[config.mk]
export PLATFORM = sky130hd
export DESIGN_NAME = cdc_hs_sender
export DESIGN_NICKNAME = d
export VERILOG_FILES = /design/src/rtl/cdc_hs_sender.sv
export SDC_FILE = /design/constraint.sdc
export NUM_CORES = 1
export LEC_CHECK = 0
export CORE_ASPECT_RATIO = 0.7
export CORE_MARGIN = 2
export CORE_UTILIZATION = 50
export DETAILED_ROUTE_END_ITERATION = 6
export PLACE_DENSITY = 0.77
export SYNTH_ARGS = -nofsm -noshare
export SYNTH_HDL_FRONTEND = slang
export SYNTH_SLANG_ARGS = --single-unit
[constraint.sdc]
create_clock -name clk -period 2.3 [get_ports clk]
set_input_delay 0.69 -clock clk [delete_from_list [all_inputs] [get_ports clk]]
set_output_delay 0.69 -clock clk [all_outputs]
set_load 0.03 [all_outputs]
[src/rtl/cdc_hs_sender.sv]
// cdc_hs_sender
//   Source-side half of a 4-phase req/ack bus synchronizer. A word is
//   accepted with a valid/ready handshake. It is then held on data_out while
//   req_out is raised toward the destination domain. The asynchronous ack is
//   synchronized locally, and the full 4-phase cycle completes before the
//   next word is accepted. A sticky error flag is raised if the far end does
//   not answer within TIMEOUT cycles.
//
// Parameters
//   WIDTH        data word width
//   SYNC_STAGES  flops in the ack_async synchronizer chain (2..4)
//   TIMEOUT      cycles allowed in REQ or DROP before ERR; 0 disables
//
// Ports
//   clk         clock, all flops on the rising edge
//   rst         synchronous active-high reset
//   send_valid  local request to transfer send_data
//   send_data   word to transfer, sampled on accept
//   send_ready  a new word can be accepted this cycle
//   req_out     registered 4-phase request
//   data_out    held word, stable whenever req_out=1
//   ack_async   asynchronous acknowledge from the destination domain
//   done        one-cycle pulse when a 4-phase cycle completes
//   error       sticky timeout flag
//   clear_err   leaves ERR (once ack is low) and clears error
module cdc_hs_sender #(
  parameter int WIDTH       = 8,
  parameter int SYNC_STAGES = 2,
  parameter int TIMEOUT     = 255
) (
  input  logic             clk,
  input  logic             rst,
  input  logic             send_valid,
  input  logic [WIDTH-1:0] send_data,
  output logic             send_ready,
  output logic             req_out,
  output logic [WIDTH-1:0] data_out,
  input  logic             ack_async,
  output logic             done,
  output logic             error,
  input  logic             clear_err
);

  localparam int CW = (TIMEOUT > 0) ? $clog2(TIMEOUT + 1) : 1;
  localparam logic [CW-1:0] TO_LAST = (TIMEOUT > 0) ? CW'(TIMEOUT - 1) : '0;

  typedef enum logic [1:0] {
    S_IDLE = 2'd0,
    S_REQ  = 2'd1,
    S_DROP = 2'd2,
    S_ERR  = 2'd3
  } state_t;

  state_t                 r_state, w_state_nxt;
  logic [SYNC_STAGES-1:0] r_ack_sync;
  logic                   r_req, w_req_nxt;
  logic [WIDTH-1:0]       r_data, w_data_nxt;
  logic                   r_done, w_done_nxt;
  logic                   r_err, w_err_nxt;
  logic [CW-1:0]          r_cnt, w_cnt_nxt;
  logic                   w_ack_sync;
  logic                   w_ready;
  logic                   w_accept;
  logic                   w_timeout;

  // ack_async feeds the first stage only; the FSM sees the last stage
  always_ff @(posedge clk) begin
    if (rst) r_ack_sync <= '0;
    else     r_ack_sync <= {r_ack_sync[SYNC_STAGES-2:0], ack_async};
  end

  assign w_ack_sync = r_ack_sync[SYNC_STAGES-1];

  // A stale ack left high from an aborted cycle blocks acceptance
  assign w_ready   = (r_state == S_IDLE) && !rst && !w_ack_sync;
  assign w_accept  = send_valid && w_ready;
  assign w_timeout = (TIMEOUT != 0) && (r_cnt == TO_LAST);

  always_ff @(posedge clk) begin
    if (rst) begin
      r_state <= S_IDLE;
      r_req   <= 1'b0;
      r_data  <= '0;
      r_done  <= 1'b0;
      r_err   <= 1'b0;
      r_cnt   <= '0;
    end else begin
      r_state <= w_state_nxt;
      r_req   <= w_req_nxt;
      r_data  <= w_data_nxt;
      r_done  <= w_done_nxt;
      r_err   <= w_err_nxt;
      r_cnt   <= w_cnt_nxt;
    end
  end

  always_comb begin
    w_state_nxt = r_state;
    w_req_nxt   = r_req;
    w_data_nxt  = r_data;
    w_done_nxt  = 1'b0;
    w_err_nxt   = r_err;
    w_cnt_nxt   = r_cnt;
    unique case (r_state)
      S_IDLE: begin
        if (w_accept) begin
          w_data_nxt  = send_data;
          w_req_nxt   = 1'b1;
          w_cnt_nxt   = '0;
          w_state_nxt = S_REQ;
        end
      end
      S_REQ: begin
        if (w_ack_sync) begin
          w_req_nxt   = 1'b0;
          w_cnt_nxt   = '0;
          w_state_nxt = S_DROP;
        end else if (w_timeout) begin
          w_req_nxt   = 1'b0;
          w_err_nxt   = 1'b1;
          w_state_nxt = S_ERR;
        end else if (r_cnt != '1) begin
          w_cnt_nxt = r_cnt + 1'b1;
        end
      end
      S_DROP: begin
        if (!w_ack_sync) begin
          w_done_nxt  = 1'b1;
          w_state_nxt = S_IDLE;
        end else if (w_timeout) begin
          w_err_nxt   = 1'b1;
          w_state_nxt = S_ERR;
        end else if (r_cnt != '1) begin
          w_cnt_nxt = r_cnt + 1'b1;
        end
      end
      S_ERR: begin
        w_req_nxt = 1'b0;
        if (clear_err && !w_ack_sync) begin
          w_err_nxt   = 1'b0;
          w_state_nxt = S_IDLE;
        end
      end
      default: w_state_nxt = S_IDLE;
    endcase
  end

  assign send_ready = w_ready;
  assign req_out    = r_req;
  assign data_out   = r_data;
  assign done       = r_done;
  assign error      = r_err;

endmodule

* After elaboration in Yosys (flattened, before gate mapping) *
Index checks and enable logic that the tools add are counted.

word-level totals
  register bits after elaboration = 23
  input port bits = 13
  output and inout port bits = 12
  word-level logic and storage cells = 57

cells by class
  add/subtract/negate cells = 1
  equality and inequality tests = 10
  muxes and demuxes = 22
  bitwise logic cells = 1
  reduce and logical (&&, ||, !) cells = 16

operator list
  operator                                                          count
  8-bit 2-to-1 mux                                                  5
  8-bit case mux with 3 select lines                                1
  2-bit 2-to-1 mux                                                  5
  3-bit nonzero test                                                3
  8-bit by 1-bit adder with 8-bit output (second input constant)    1
  8-bit == test (second input constant)                             1
  1-bit 2-to-1 mux                                                  8
  2-bit inequality test (second input constant)                     4
  8-bit inequality test (second input constant)                     1
  2-bit case mux with 4 select lines                                1
  1-bit case mux with 3 select lines                                2
  3-bit AND reduction                                               2
  2-bit == test (second input constant)                             2
  1-bit logical AND                                                 4
  2-bit AND reduction                                               2
  4-bit AND reduction                                               1
  3-bit inequality test (second input constant)                     1
  2-bit by 1-bit == test with 1-bit output (second input constant)  1
  1-bit logical NOT                                                 2
  2-bit logical NOT                                                 1
  2-bit OR reduction                                                1
  1-bit inverter                                                    1

* Logic depth before layout (Yosys ltp) *
  depth in word-level cells = 6
  depth in mapped cells = 7
  gate-level depth less buffers = 6

* Least setup slack after synthesis *
OpenSTA, ideal clock, no wires.

  path kind = input to register
  start point = input port rst
  end point = register r_data[0], in the netlist data_out[0]
  library setup time = 0.129 ns
  data arrival time = 2.242 ns
  data required time = 2.171 ns
  path slack = -0.071 ns
  stages on the path = 6
  buffers on the path = 2
  path through = buf_6 > nor3b_1 > and2_1 > buf_2 > mux2i_1 > nor2_1

between the ends
  word-level cells in the longest chain between the ends = 5

ends and longest elaborated chain
  item                                  line  RTL
  start: declaration                    32    input logic rst,
  1-bit logical NOT                     75    assign w_ready = (r_state == S_IDLE) && !rst && !w_ack_sync;
  1-bit logical AND (2 in a row)        75
  via send_ready                        35    output logic send_ready,
  1-bit logical AND                     76    assign w_accept = send_valid && w_ready;
  2-bit AND reduction (no source line)  --
  end signal: assignment                90    r_data <= w_data_nxt;
  end: declaration                      57    logic [WIDTH-1:0] r_data, w_data_nxt;

The timed path passes the listed nets, and every way through them passes these cells.
A chain may end at the register's enable or synchronous reset.

* Worst setup path after layout *
  start point = register r_state[0]
  end point = output port send_ready

between the ends
  word-level cells in the longest chain between the ends = 3

ends and longest elaborated chain
  item                            line  RTL
  start: declaration              54    state_t r_state, w_state_nxt;
  start signal: assignment        88    r_state <= w_state_nxt;
  2-bit logical NOT               75
  1-bit logical AND (2 in a row)  75
  end: declaration                35

No other way between the ends.

==> results.ini <==
[placement]
gp_congestion = 0.850
dpl_worst_slack_ps = -124
dp_hpwl_mm = 2.12
port_buffers = 24

[global_route]
grt_use_met3_pct = 5.38
grt_use_met2_pct = 32.9
grtUsageMet1_pct = 27.1
grt_pass1_wl_mm = 4.62
grt.busiest_layer = met2
gr-total-overflow = 0
grtUsageTotal_pct = 20.7
antenna_found_initial = 0
grt_pass1_vias = 1034
grt_start_max_net_pins = 13

[setup_path]
crit_type = reg -> out
startpoint_type = register
crit_path_max_incr_delay_ps = 360
worst-path-buf-inv = 2
crit_arrival_ps = 1510
worstPathRequired_ps = 1610
end_kind = output pin
cp_max_fo = 7
cpLargestDelayFamily = flip-flops
path_cells = inv_1 > ha_1 > nor3b_4 > buf_6
cpMaxStageDelayCell = dfxtp_1

[logic_synthesis]
syn_area_sq_um = 1290
yosys_register_bits = 23
synth_nets = 164
syn_area_per_cell_sq_um = 8.95
yosys.cell_types.count = 39
syn_inst = 144
yosysSeqAreaShare_pct = 35.7
yosysWarnings = 0

[power_and_ir_drop]
vdd_drop_max_uv = 339
seqPwrFrac_pct = 45.4
powerDensity_nw_per_um2 = 572
p_sw_mw = 0.280
comb_power_share_pct = 27.8
power.leakage_nw = 0.654
power_frac_clock_pct = 26.8
p_int_mw = 0.671
finalPower_mw = 0.950
swShare_pct = 29.4

[sta]
fin_crit_sh_pct = 95.5
rsz0062_at_grt = false
fin_ws_ps = 104
finalSetupViolCount = 0
hold_viol_final = 0
fin_skew_ps = 1.85
drv_slew = 0
worst_slew_pin_slew_ps = 491
fin_crit_ps = 2200
slew_headroom_pct = 67.0
clock.fmax_mhz = 455

[clock_tree]
ctsHoldBuffers = 0
clk_pin_slew_ps = 80
cts_tree = built
cts.path.max_buffers = 2
cts.sink_count = 23
cts_inserted_buffers = 3
htree_levels = 1
root_buffer = clkbuf_8
worstSkewPairLatency_ps = 270

[layout]
multi_input_area_sq_um = 773
layout.nets = 194
drive_above_1_share_pct = 10.4
antennaDiodeCount = 0
seq_area_sq_um = 460
area_growth_pct = 28.8
fill_cells = 200

[routing]
firstDrtPassIters = 4
finalWirelength_mm = 2.85
antenna_left = 0
drtIter0Drc = 102
vias = 1164
viasPerCell = 5.62
wl_per_cell_um = 13.8
drc = 0

[floorplanning]
die_y_um = 46.5
initial_core_util_pct = 52.4
boundaryPins = 25
die-area_sq_um = 3010
core_sq_um = 2460
die_w_um = 64.7
rows = 15

[flow_run]
cap_viol_max_count = 0

[outcome]
outcome = complete, no violations

[min_path]
min_path_type = reg -> reg

## cell type report
class | count | area share, %
Tap cell | 34 | 2.56
Inverter | 6 | 1.36
Clock buffer | 4 | 2.71
Timing Repair Buffer | 32 | 19.1
Sequential cell | 23 | 27.7
Multi-Input combinational cell | 108 | 46.6
## final timing paths
path | start | end | slack [ps] | cells past startpoint
worst min register to register | r_ack_sync[0] | r_ack_sync[1] | 440 | 1
worst min-delay path | r_ack_sync[0] | r_ack_sync[1] | 440 | 1
worst max register to register | r_state[0] | r_cnt[6] | 410 | 6
worst max-delay path | r_state[0] | send_ready | 100 | 4
## cell usage after synthesis, drive strengths merged
library cell  instances  area, sq um
buf                   4         32.5
o211a                 4         40.0
nand3                 6         30.0
o32ai                 1         8.76
or3b                  1         11.3
a21oi                 6         30.0
o2111a                1         11.3
a31oi                 1         6.26
or3                   1         6.26
inv                   6         22.5
and2                  4         25.0
nand2b                2         12.5
a41oi                 2         25.0
o211ai                2         15.0
a211oi                6         67.6
o311a                 1         10.0
nor2b                 5         31.3
a21boi                2         15.0
clkbuf                3         11.3
nor2                 13         48.8
a211o                 1         8.76
dfxtp                23          460
a2bb2oi               1         8.76
nor3b                 1         7.51
nand2                 8         30.0
a22oi                 1         7.51
mux2i                 9         90.1
nor3                  5         25.0
o21a                  2         15.0
and3                  3         18.8
o31ai                 1         7.51
o21ai                 8         40.0
nand4                 2         12.5
ha                    7         87.6
o22a                  1         8.76
## sequential cells by signal (all words and copies together) (netlist names)
| register | count |
|---|---|
| data_out | 8 |
| done | 1 |
| error | 1 |
| r_ack_sync | 2 |
| r_cnt | 8 |
| r_state | 2 |
| req_out | 1 |
## timing repair
item | 4_1_cts | 5_1_grt
setup endpoints to repair | 1 | 0
setup buffers | 0 | 0
gates resized for setup | 4 | 0
## power by group through the flow
stage          registers, mW  logic (mW)  clock network, mW
2_1_floorplan          0.461       0.146                  0
3_3_place_gp           0.439       0.252                  0
3_5_place_dp           0.440       0.257                  0
4_1_cts                0.432       0.265              0.262
5_1_grt                0.434       0.287              0.276
6_report               0.432       0.264              0.255
## worst reg2reg max path: cells and delay by family, from the launching register on
kind                       cells  cell delay, ps
AOI/OAI and AO/OA              2             680
adders and majority gates      1             310
buffers and inverters          1             110
DFF                            1             410
and+or+nand+nor                2             280
## routing by layer
| layer | part of all wire [%] | up-vias |
|---|---|---|
| li1 | - | 587 |
| met1 | 48 | 543 |
| met4 | 2.1 | 0 |
| met3 | 3.6 | 9 |
| met5 | 0 | - |
| met2 | 47 | 25 |
## metrics by stage
step	TNS, ps	cell area [sq um]	util, %	hold WS [ps]	std cells
2_1_floorplan	0	1290	-	414	144
3_3_place_gp	-445	1600	65.2	417	203
3_5_place_dp	-586	1600	65.2	427	203
4_1_cts	0	1660	67.5	447	207
5_1_grt	0	1660	67.5	472	207
6_report	0	1660	67.5	440	207
## kinds of logic (layout without fill, tap and decap cells)
logic type                 Yosys count  count (layout)  share of synthesized area (%)
adders and majority gates            7               7                           6.80
buffers and inverters               13              42                           5.15
DFF                                 23              23                           35.7
and+or+nand+nor                     51              51                           20.1
muxes                                9               9                           6.99
AOI/OAI and AO/OA                   41              41                           25.2
## placed cells by master (no fill, tap or decap), types with 2 or more instances in the layout
cell type / netlist / routed
clkdlybuf4s50_1: 0 / 22
nand2_1: 8 / 8
mux2i_1: 9 / 9
o21a_1: 2 / 2
nand4_1: 2 / 2
and2_1: 4 / 4
nand2b_1: 2 / 2
nand3_1: 6 / 6
nor2_1: 13 / 13
a211oi_1: 3 / 3
inv_1: 6 / 6
nor3_1: 5 / 5
o21ai_0: 8 / 8
o211a_1: 4 / 4
a21boi_0: 2 / 2
a211oi_2: 2 / 2
o211ai_1: 2 / 2
dfxtp_1: 23 / 23
buf_4: 0 / 6
ha_1: 7 / 7
clkbuf_8: 0 / 3
nor2b_1: 5 / 5
and3_1: 3 / 3
a21oi_1: 6 / 6
buf_6: 2 / 2
No activity file was read; power rests on OpenSTA's default activity.
